### config.mk
export PLATFORM = sky130hd
export DESIGN_NAME = prog_freq_divider
export DESIGN_NICKNAME = d
export VERILOG_FILES = /design/src/rtl/prog_freq_divider.sv
export SDC_FILE = /design/constraint.sdc
export NUM_CORES = 1
export LEC_CHECK = 0
export ABC_AREA = 1
export CAP_MARGIN = 25
export CORE_AREA = 2 2 94 186
export DETAILED_ROUTE_END_ITERATION = 10
export DIE_AREA = 0 0 96 188
export PLACE_DENSITY = 0.52
export SYNTH_ARGS = -nofsm -noshare
export SYNTH_HDL_FRONTEND = slang
export SYNTH_SLANG_ARGS = --single-unit
### constraint.sdc
create_clock -name Clock -period 12.9 [get_ports Clock]
set_input_delay 2.58 -clock Clock [delete_from_list [all_inputs] [get_ports Clock]]
set_output_delay 2.58 -clock Clock [all_outputs]
set_load 0.005 [all_outputs]
### src/rtl/prog_freq_divider.sv
// Programmable clock divider / tick generator with glitch-free divisor reload.
// Define DIV_TAP_OUT_EN to build the free-running binary tap counter on Taps.
module prog_freq_divider #(
  parameter int WIDTH       = 20,
  parameter int DEFAULT_DIV = 2,
  parameter int NTAPS       = 20
) (
  input  logic             Clock,
  input  logic             Reset_n,
  input  logic             Enable,
  input  logic [WIDTH-1:0] Divisor,
  input  logic             Load,
  output logic             Tick,
  output logic             ClkOut,
  output logic [WIDTH-1:0] Count,
  output logic             LoadAck,
  output logic             DivErr,
  output logic [NTAPS-1:0] Taps
);

  logic [WIDTH-1:0] count_q, count_d;
  logic [WIDTH-1:0] div_q, div_d;
  logic [WIDTH-1:0] pdiv_q, pdiv_d;
  logic             pend_q, pend_d;
  logic             clk_q, clk_d;
  logic             tick_q, ack_q, err_q;
  logic [WIDTH-1:0] half_d;
  logic             wrap;
  logic             div_zero;

  assign div_zero = (Divisor == '0);

  always_comb begin
    wrap    = Enable && (count_q == div_q - WIDTH'(1));
    count_d = count_q;
    div_d   = div_q;
    pend_d  = pend_q;
    pdiv_d  = pdiv_q;
    if (Enable) count_d = wrap ? '0 : count_q + WIDTH'(1);
    // Apply uses the pending value from before this edge; a Load on the same
    // edge re-arms pending and is applied at the following wrap.
    if (wrap && pend_q) begin
      div_d  = pdiv_q;
      pend_d = 1'b0;
    end
    if (Load && !div_zero) begin
      pdiv_d = Divisor;
      pend_d = 1'b1;
    end
    half_d = (div_d >> 1) + {{(WIDTH-1){1'b0}}, div_d[0]};
    clk_d  = Enable ? (count_d < half_d) : clk_q;
  end

  always_ff @(posedge Clock or negedge Reset_n) begin
    if (!Reset_n) begin
      count_q <= '0;
      div_q   <= WIDTH'(DEFAULT_DIV);
      pdiv_q  <= '0;
      pend_q  <= 1'b0;
      clk_q   <= 1'b1;
      tick_q  <= 1'b0;
      ack_q   <= 1'b0;
      err_q   <= 1'b0;
    end else begin
      count_q <= count_d;
      div_q   <= div_d;
      pdiv_q  <= pdiv_d;
      pend_q  <= pend_d;
      clk_q   <= clk_d;
      tick_q  <= wrap;
      ack_q   <= wrap && pend_q;
      err_q   <= Load && div_zero;
    end
  end

  assign Count   = count_q;
  assign ClkOut  = clk_q;
  assign Tick    = tick_q;
  assign LoadAck = ack_q;
  assign DivErr  = err_q;

`ifdef DIV_TAP_OUT_EN
  logic [NTAPS-1:0] taps_q;

  always_ff @(posedge Clock or negedge Reset_n) begin
    if (!Reset_n) taps_q <= '0;
    else          taps_q <= taps_q + NTAPS'(1);
  end

  assign Taps = taps_q;
`else
  assign Taps = '0;
`endif

endmodule

# Word level (Yosys, flattened, before mapping)
# Cells that the tools add are included.
dict set report word_totals {
  ff_bits 65
  latch_bits 0
  ram_bits 0
  romBits 0
  in_bits 24
  output_inout_bits 44
  word_cells 25
  n_memories 0
}
dict set report op_classes {
  n_addsub 3
  mul 0
  n_div 0
  magnitude_cmp 1
  eq_ne 1
  n_shift 0
  n_mux 5
  bitwise_logic 0
  reduce_logical 7
}
# op n
set op_table {}
lappend op_table {{20-bit two-way mux} 3}
lappend op_table {{19-bit by 1-bit adder with 20-bit output} 1}
lappend op_table {{20-bit by 1-bit adder with 20-bit output, second input constant} 1}
lappend op_table {{20-bit == test} 1}
lappend op_table {{20-bit logical NOT} 1}
lappend op_table {{20-bit less-than comparator} 1}
lappend op_table {{20-bit by 1-bit subtractor with 20-bit output, second input constant} 1}
lappend op_table {{1-bit logical AND} 4}
lappend op_table {{1-bit two-way mux} 2}
lappend op_table {{2-bit nonzero test} 1}
lappend op_table {{1-bit logical NOT} 1}

# Depth between registers and ports, before layout
# Gate-level depths: netlist of the first run.
dict set report depth {
  ltp_word 7
  ltp_mapped 33
  ltp_nobuf 32
}

# Worst setup path after synthesis of the first run
# OpenSTA, ideal clock, no wires.
dict set report synth_path {
  path_kind {input -> register}
  from {in Enable}
  to {reg clk_q (netlist: ClkOut)}
  setup_ns 0.060
  arrival_ns 5.674
  required_ns 12.840
  slack_ns 7.166
  path_stages 29
  path_buffers 1
  cell_sequence {nand2_1 -> nor2_1 -> nand2_1 -> nor2_1 -> nand2_1 -> nor2_1 -> nand2_1 -> nor2_2 -> nand4_4 -> buf_2 -> inv_1 -> nand2_1 -> o21ai_0 -> ha_1 -> inv_1 -> nor2_2 -> nand2_1 -> nor2_2 -> xor2_1 -> ha_1 -> a21oi_1 -> o21ai_0 -> nand3_1 -> nand2_1 -> nand2_1 -> a21oi_1 -> a2111oi_0 -> nand2_1 -> nand2_1}
}
dict set report synth_between {
  elab_chain_len 5
  word_cells_on_any_way 7
  cone_classes {1 x add/sub; 1 x order compare; 3 x mux; 2 x reduce/logical}
}
# element line
set synth_lines {}
lappend synth_lines {{start, declared} 10} ;# input logic Enable,
lappend synth_lines {{1-bit logical AND} 34} ;# wrap = Enable && (count_q == div_q - WIDTH'(1));
lappend synth_lines {{1-bit logical AND} 42} ;# if (wrap && pend_q) begin
lappend synth_lines {{20-bit two-way mux} 42}
lappend synth_lines {{named net div_d[0]} 22} ;# logic [WIDTH-1:0] div_q, div_d;
lappend synth_lines {{19-bit by 1-bit adder with 20-bit output} 50} ;# half_d = (div_d >> 1) + {{(WIDTH-1){1'b0}}, div_d[0]};
lappend synth_lines {{20-bit less-than comparator} 51} ;# clk_d = Enable ? (count_d < half_d) : clk_q;
lappend synth_lines {{end signal, assigned} 69} ;# clk_q <= clk_d;
lappend synth_lines {{end, declared} 25} ;# logic clk_q, clk_d;
# The timed path passes the listed nets, and every way through them passes these cells.
# A chain may end at the register's enable or synchronous reset.

# Worst setup path in the final report of the first run
# Ends and elaborated chain as after synthesis.

==> results of run 1 <==
==> report_power, final <==
part | internal [mW] | total (mW) | switching [mW] | leakage, nW
Combinational | 0.0754 | 0.172 | 0.0970 | 2.05
Sequential | 0.224 | 0.248 | 0.0234 | 0.709
Clock | 0.135 | 0.224 | 0.0892 | 0.128
Total | 0.435 | 0.644 | 0.210 | 2.89
==> cells by family after synthesis <==
family | count (synthesis)
AO/OA/AOI/OAI | 51
XOR/XNOR | 22
adder cells (fa/ha/maj) | 23
buffers and inverters | 147
flip-flops | 65
multiplexers | 6
other | 1
AND/OR/NAND/NOR | 392
==> state kept, by name, summed over array words and instances (netlist names) <==
signal   count
LoadAck      1
Count       20
pdiv_q      20
div_q       20
ClkOut       1
DivErr       1
pend_q       1
Tick         1
==> critical path: cells and delay by family <==
family                   cells  cell delay (ps)
AO/OA/AOI/OAI                4              620
XOR/XNOR                     1              170
buffers and inverters        3              830
AND/OR/NAND/NOR             19             2180
adder cells (fa/ha/maj)      2              470
==> metrics by stage <==
step            util  hold slack, ps  instance area, sq um
2_1_floorplan      -             448                  4940
3_3_place_gp   0.328             466                  5480
3_5_place_dp   0.328             473                  5480
4_1_cts        0.344             486                  5740
5_1_grt        0.344             511                  5740
6_report       0.344             485                  5740
==> layout make-up <==
class	instances	area, sq um	share of cell area
Multi-Input combinational cell	514	2670	0.466
Sequential cell	65	1630	0.284
Timing Repair Buffer	49	480	0.0837
Inverter	116	435	0.0759
Tap cell	207	259	0.0451
Clock buffer	15	258	0.0449
Clock inverter	1	5.00	0.000872
==> per-layer routing <==
metal	track usage	up-vias	wire [microns]
li1	-	2286	-
met1	0.174	1999	5130
met2	0.327	98	8230
met3	0.0213	31	382
met4	0.107	0	808
met5	0	-	0
==> worst min-delay path by stage <==
stage	start	endpoint	slack [ps]
floorplan	pdiv_q[1]	pdiv_q[1]	450
global placement	pdiv_q[7]	pdiv_q[7]	470
detailed placement	pdiv_q[7]	pdiv_q[7]	470
CTS	pdiv_q[7]	pdiv_q[7]	490
global route	ClkOut	ClkOut	510
finish	pdiv_q[5]	pdiv_q[5]	480
==> cell usage after synthesis (all sizes together) <==
cell type	n	area, sq um
o21ai	29	149
nor4	7	43.8
xor2	14	123
inv	116	435
clkbuf	5	18.8
a2111oi	1	8.76
mux2	6	67.6
and3	1	6.26
nand3	47	240
dfrtp	63	1580
nor2	90	415
dfstp	2	52.6
ha	23	288
or2	5	31.3
xnor2	8	70.1
a21oi	20	100
nand3b	7	52.6
buf	26	189
nand4	22	153
conb	1	3.75
nand2	205	802
nor3	8	40.0
o21bai	1	7.51
==> impl_metrics.csv, run 1 <==
group,metric,value,unit
outcome,status,"finished, final reports clean",
worst_setup_path,cp-end-kind,"register",
routing,vias_per_cell,4.56,
final_layout,nets,802,
hold_path,holdCritPathClass,"register to register",
global_route,grt_pass1_vias,4501,
routing,via_count,4414,
routing,dr.pass1.iters,4,
floorplanning,die_height,188,microns
clocking,tritoncts.num_buffers,9,
clocking,cts_root_buf,"clkbuf_16",
timing,min_period,6580,ps
timing,timing.final.crit_share,0.510,
clocking,cts_buffer_depth,2,
timing,drv_slew,0,
synth,syn_area_per_cell,6.89,sq um
floorplanning,io_pins,68,
timing,slew_headroom,0.411,
power_and_ir_drop,ir_worst_vdd,0.0655,mV
floorplanning,core-area,16700,sq um
floorplanning,num_rows,67,
power_and_ir_drop,cellPowerDensity,112,nW/um^2
synth,synth_compound_area_frac,0.0544,
worst_setup_path,reg2reg_from,"div_q[2]",
timing,max_slew.worst_pin.slew,884,ps
final_layout,final_common_cell,"nand2_1",
placed_design,gp_congestion,0.885,
clocking,htree_levels,3,
clocking,clock_latency,340,ps
global_route,antenna_found_initial,0,
final_layout,syn2layout_area_growth,17.8,%
synth,yosysWarnings,0,
synth,yosysUniqueCellTypes,34,
worst_setup_path,crit_top_cell,"nand2_1",
synth,synth-simple-area-share,0.366,
synth,synth_mux_area_frac,0.0139,
clocking,cts_hold_buf,0,
routing,ant_nets,0,
placed_design,dp_slack,5910,ps
worst_setup_path,r2r_end,"ClkOut",
final_layout,antenna_cells,0,
routing,routedWlPerCell,15.1,microns
final_layout,drive_gt1_frac,0.0868,
timing,skew,10.2,ps
worst_setup_path,reg2regPathDepth,27,
power_and_ir_drop,power.total,644,uW
final_layout,n_fill_cell,1821,
worst_setup_path,worst_setup_path_start_kind,"primary input",
synth,synth.yosys.seq_area_share,0.334,
timing,hold_viol,0,
worst_setup_path,max_stage_delay,560,ps
job,cap_violations,0,
timing,final.setup.tns,0,ps
global_route,grt_pass1_wl,23300,microns
clocking,cts_resized,0,
worst_setup_path,cp-startpoint,"Enable",
synth,synth_xor_area_frac,0.0395,
routing,drc,0,
floorplanning,initial_core_util,0.292,
worst_setup_path,regToRegSetupSlack,7910,ps
clocking,cts_tree,"done",
timing,setup_violations,0,
floorplanning,dieWidth,96,microns
timing,timing.final.ws_setup,6320,ps
power_and_ir_drop,p_leak,2.89,nW
synth,synth-adder-area-share,0.0591,
synth,syn_inst,707,
clocking,cts.sinks,65,
worst_setup_path,slowest_stage,"clkdlybuf4s50_1",
floorplanning,dieArea,18000,sq um
final_layout,fin_cells,967,
worst_setup_path,criticalPathCategory,"primary input to register",
worst_setup_path,cp.required,13190,ps
worst_setup_path,path_max_fanout,27,
timing,fmax,0.152,GHz
hold_path,hold_path_depth,2,
global_route,grt_overflow_total,0,
placed_design,port_buffers,47,
synth,synth_top_family_by_area,"simple AND/OR/NAND/NOR gates",
worst_setup_path,cp.arrival,6860,ps
timing,rsz0062_at_grt,"false",
final_layout,most-common-layout-cells,"194 x nand2_1, 112 x inv_1, 69 x nor2_1",
routing,drt_iter0_drc,179,
clocking,post_cts_buffers,0,
routing,totalWireLength,14600,microns
global_route,grt_usage,0.175,
placed_design,place_hpwl,12100,microns
synth,yosys_register_bits,65,
global_route,grt_max_degree,66,
placed_design,dp_cells,951,
synth,syn_area,4870,sq um
worst_setup_path,endpoint,"ClkOut",
clocking,path_clk_slew,50,ps
No activity file was read; power rests on OpenSTA's default activity.
==> inputs of run 2 (changes only) <==
==> constraint.sdc (replaced) <==
create_clock -name Clock -period 6.8 [get_ports Clock]
set_input_delay 1.36 -clock Clock [delete_from_list [all_inputs] [get_ports Clock]]
set_output_delay 1.36 -clock Clock [all_outputs]
set_load 0.005 [all_outputs]
==> impl_metrics.csv, run 2 (synthesis results as in run 1) <==
group,metric,value,unit
global_route,grt_pass1_vias,4466,
placed_design,gp_congestion,0.871,
worst_setup_path,worst_setup_path_start_kind,"primary input",
routing,ant_nets,0,
timing,min_period,5430,ps
timing,hold_viol,0,
floorplanning,initial_core_util,0.292,
routing,vias_per_cell,4.54,
final_layout,drive_gt1_frac,0.0932,
clocking,tritoncts.num_buffers,9,
final_layout,fin_util,0.346,
final_layout,antenna_cells,0,
clocking,cts_hold_buf,0,
worst_setup_path,cp.arrival,5710,ps
clocking,clock_latency,340,ps
worst_setup_path,reg2regPathDepth,30,
power_and_ir_drop,p_leak,2.91,nW
floorplanning,num_rows,67,
hold_path,holdCritPathClass,"register to register",
timing,rsz0062_at_grt,"false",
final_layout,most-common-layout-cells,"194 x nand2_1, 112 x inv_1, 69 x nor2_1",
routing,via_count,4404,
worst_setup_path,path_max_fanout,27,
clocking,path_clk_slew,60,ps
final_layout,syn2layout_area_growth,18.3,%
clocking,cts_tree,"done",
floorplanning,dieWidth,96,microns
routing,totalWireLength,14500,microns
floorplanning,io_pins,68,
clocking,cts.sinks,65,
worst_setup_path,max_stage_delay,570,ps
timing,timing.final.ws_setup,1370,ps
clocking,cts_buffer_depth,2,
timing,slew_headroom,0.410,
floorplanning,dieArea,18000,sq um
job,cap_violations,0,
timing,timing.final.crit_share,0.798,
global_route,grt_usage,0.172,
timing,drv_slew,0,
global_route,grt_max_degree,66,
hold_path,hold_path_depth,2,
placed_design,dp_slack,1020,ps
placed_design,port_buffers,47,
outcome,status,"finished, final reports clean",
power_and_ir_drop,power.total,1.23,mW
worst_setup_path,cp.required,7080,ps
timing,final.setup.tns,0,ps
worst_setup_path,cp-end-kind,"register",
routing,routedWlPerCell,14.9,microns
worst_setup_path,slowest_stage,"clkdlybuf4s50_1",
global_route,antenna_found_initial,0,
placed_design,place_hpwl,12100,microns
final_layout,multi_input_area,2670,sq um
timing,fmax,0.184,GHz
timing,setup_violations,0,
final_layout,n_fill_cell,1786,
placed_design,dp_cells,953,
routing,drc,0,
clocking,cts_resized,0,
timing,max_slew.worst_pin.slew,886,ps
global_route,grt_overflow_total,0,
final_layout,nets,804,
routing,dr.pass1.iters,4,
clocking,post_cts_buffers,0,
final_layout,regArea,1630,sq um
floorplanning,die_height,188,microns
floorplanning,core-area,16700,sq um
worst_setup_path,criticalPathCategory,"primary input to register",
final_layout,final_common_cell,"nand2_1",
global_route,grt_pass1_wl,23000,microns
worst_setup_path,crit_top_cell,"nand2_1",
timing,skew,7.43,ps
clocking,htree_levels,3,
final_layout,fin_cells,969,
power_and_ir_drop,cellPowerDensity,214,nW/um^2
power_and_ir_drop,ir_worst_vdd,0.129,mV
routing,drt_iter0_drc,163,
clocking,cts_root_buf,"clkbuf_16",
==> run 2: cell count changes in the layout (fill, tap and decap cells not counted), sizes merged <==
cell	change
clkinv	+2
clkbuf	-2
buf	+2
==> run 2: area by class of cell <==
cell class                      count  share of cell area
Clock inverter                      3             0.00260
Sequential cell                    65               0.282
Inverter                          116              0.0755
Timing Repair Buffer               51              0.0859
Multi-Input combinational cell    514               0.463
Tap cell                          207              0.0449
Clock buffer                       13              0.0451
==> run 2: per-layer routing <==
metal | global-route usage | wire length (microns)
met1 | 0.167 | 5180
met2 | 0.337 | 8480
met3 | 0.0205 | 268
met4 | 0.0857 | 551
met5 | 0 | 0
==> run 2: power breakdown <==
group          switching (mW)  internal (mW)
logic                   0.181          0.143
registers              0.0442          0.425
clock network           0.173          0.265
==> run 2: per-stage QoR <==
| step | hold WS, ps | area (sq um) |
|---|---|---|
| 2_1_floorplan | 448 | 4940 |
| 3_3_place_gp | 466 | 5490 |
| 3_5_place_dp | 470 | 5490 |
| 4_1_cts | 484 | 5770 |
| 5_1_grt | 503 | 5770 |
| 6_report | 477 | 5770 |
==> run 2: final timing paths <==
check	start	endpoint	slack, ps
max in group asynchronous	Reset_n	Count[19]	4980
min reg2reg	pdiv_q[7]	pdiv_q[7]	480
min in group asynchronous	Reset_n	pdiv_q[3]	1220
min	pdiv_q[7]	pdiv_q[7]	480
max	Enable	ClkOut	1370
max reg2reg	div_q[0]	ClkOut	1920
==> run 2: worst max-delay path, delay by kind of cell <==
family | cells | cell delay, ps
AO/OA/AOI/OAI | 5 | 730
AND/OR/NAND/NOR | 18 | 2150
buffers and inverters | 3 | 840
XOR/XNOR | 1 | 170
adder cells (fa/ha/maj) | 2 | 470
==> inputs of run 3 (changes only) <==
--- a/config.mk
+++ b/config.mk
@@ -10,7 +10,7 @@
 export CORE_AREA = 2 2 94 186
 export DETAILED_ROUTE_END_ITERATION = 10
 export DIE_AREA = 0 0 96 188
-export PLACE_DENSITY = 0.52
+export PLACE_DENSITY = 0.54
 export SYNTH_ARGS = -nofsm -noshare
 export SYNTH_HDL_FRONTEND = slang
 export SYNTH_SLANG_ARGS = --single-unit
==> constraint.sdc (replaced) <==
create_clock -name Clock -period 4.4 [get_ports Clock]
set_input_delay 0.88 -clock Clock [delete_from_list [all_inputs] [get_ports Clock]]
set_output_delay 0.88 -clock Clock [all_outputs]
set_load 0.005 [all_outputs]
==> impl_metrics.csv, run 3 (synthesis results as in run 1) <==
group,metric,value,unit
final_layout,antenna_cells,0,
final_layout,syn2layout_area_growth,31.0,%
job,cap_violations,0,
placed_design,port_buffers,47,
timing,min_period,4100,ps
timing,drv_slew,0,
floorplanning,initial_core_util,0.292,
floorplanning,dieArea,18000,sq um
worst_setup_path,cp_num_buf_inv,6,
global_route,grt_overflow_total,0,
routing,drt_iter0_drc,207,
clocking,htree_levels,3,
global_route,grt_pass1_vias,4641,
worst_setup_path,cp_top_family,"simple AND/OR/NAND/NOR gates",
timing,setup_violations,0,
clocking,cts_buffer_depth,2,
routing,drc,0,
floorplanning,dieWidth,96,microns
global_route,grt_pass1_wl,23300,microns
worst_setup_path,slowest_stage,"dfrtp_1",
placed_design,gp_congestion,0.934,
timing,hold_ws,479,ps
floorplanning,io_pins,68,
power_and_ir_drop,p_leak,3.21,nW
clocking,path_clk_slew,50,ps
clocking,tritoncts.num_buffers,9,
worst_setup_path,cp.arrival,4390,ps
timing,fmax,0.244,GHz
worst_setup_path,max_stage_delay,400,ps
outcome,status,"finished, final reports clean",
final_layout,drive_gt1_frac,0.194,
clocking,cts_root_buf,"clkbuf_16",
worst_setup_path,cp-end-kind,"register",
worst_setup_path,criticalPathCategory,"register to register",
floorplanning,num_rows,67,
worst_setup_path,reg2regPathDepth,30,
routing,dr.pass1.iters,5,
routing,routedWlPerCell,14.7,microns
global_route,grt_usage,0.175,
global_route,grt_max_degree,66,
timing,timing.final.crit_share,0.931,
placed_design,place_hpwl,12400,microns
worst_setup_path,path_max_fanout,11,
final_layout,nets,858,
power_and_ir_drop,cellPowerDensity,309,nW/um^2
routing,ant_nets,0,
hold_path,holdCritPathClass,"register to register",
routing,via_count,4697,
clocking,cts.sinks,65,
clocking,cts_tree,"done",
timing,skew,11.1,ps
worst_setup_path,reg2reg_from,"div_q[0]",
timing,max_slew.worst_pin.slew,879,ps
floorplanning,core-area,16700,sq um
worst_setup_path,regToRegSetupSlack,300,ps
routing,totalWireLength,15100,microns
final_layout,final_common_cell,"nand2_1",
worst_setup_path,r2r_end,"ClkOut",
hold_path,hold_path_depth,2,
placed_design,place_area,5840,sq um
final_layout,n_fill_cell,1726,
hold_path,hold-path-endpoint,"pdiv_q[7]",
hold_path,hold_path_startpoint,"pdiv_q[7]",
global_route,antenna_found_initial,0,
clocking,clock_latency,350,ps
final_layout,design_area,6380,sq um
timing,slew_headroom,0.414,
worst_setup_path,worst_setup_path_start_kind,"register",
floorplanning,die_height,188,microns
worst_setup_path,crit_top_cell,"nand2_1",
routing,vias_per_cell,4.59,
power_and_ir_drop,ir_worst_vdd,0.196,mV
timing,hold_viol,0,
final_layout,most-common-layout-cells,"184 x nand2_1, 108 x inv_1, 62 x dfrtp_1",
worst_setup_path,cp.required,4690,ps
-- run 3: per-layer routing --
| layer | share of wire | global-route usage |
|---|---|---|
| met5 | 0 | 0 |
| met3 | 0.026 | 0.0229 |
| met2 | 0.58 | 0.340 |
| met4 | 0.051 | 0.101 |
| met1 | 0.34 | 0.165 |
-- run 3: final cells by class --
class                           instances  area, sq um  share of cell area
Clock buffer                           13          250              0.0392
Clock inverter                          3         40.0             0.00627
Inverter                              116          435              0.0682
Multi-Input combinational cell        515         2840               0.445
Sequential cell                        65         1630               0.255
Tap cell                              207          259              0.0406
Timing Repair Buffer                  104          928               0.145
-- run 3: power by group --
group | switching [mW] | leakage, nW | internal [mW]
logic | 0.289 | 2.36 | 0.239
clock network | 0.263 | 0.144 | 0.452
registers | 0.0724 | 0.708 | 0.657
-- run 3: how the worst max path moves through the flow --
stage | startpoint | endpoint | slack (ps) | cells after the start
CTS | div_q[0] | ClkOut | 80 | 31
global route | div_q[1] | ClkOut | -10 | 33
detailed placement | Enable | ClkOut | -260 | 29
global placement | Enable | ClkOut | -260 | 29
finish | div_q[0] | ClkOut | 300 | 30
floorplan | div_q[1] | ClkOut | 360 | 32
-- run 3: worst min-delay path, cell delays in order, from the launching register on --
cell	delay [ps]
dfrtp_1	340
nand2_1	50
o21ai_0	60
-- run 3: per-stage QoR --
stage	setup slack, ps	instances	power (mW)	util	TNS (ps)
after detailed placement	-258	1000	1.27	0.350	-258
after CTS	83.8	1016	2.00	0.368	0
after global routing	-11.5	1023	2.11	0.383	-11.5
after global placement	-257	1000	1.26	0.350	-257
after floorplan	356	726	1.02	-	0
final	302	1023	1.97	0.383	0
-- run 3: timing repair --
| action | in CTS | in global routing |
|---|---|---|
| hold buffers | 0 | 0 |
| gates resized for setup | 1 | 57 |
| setup endpoints to repair | 1 | 1 |
| pin swaps | 0 | 21 |
| gates cloned | 0 | 2 |
| buffers inserted | 0 | 5 |
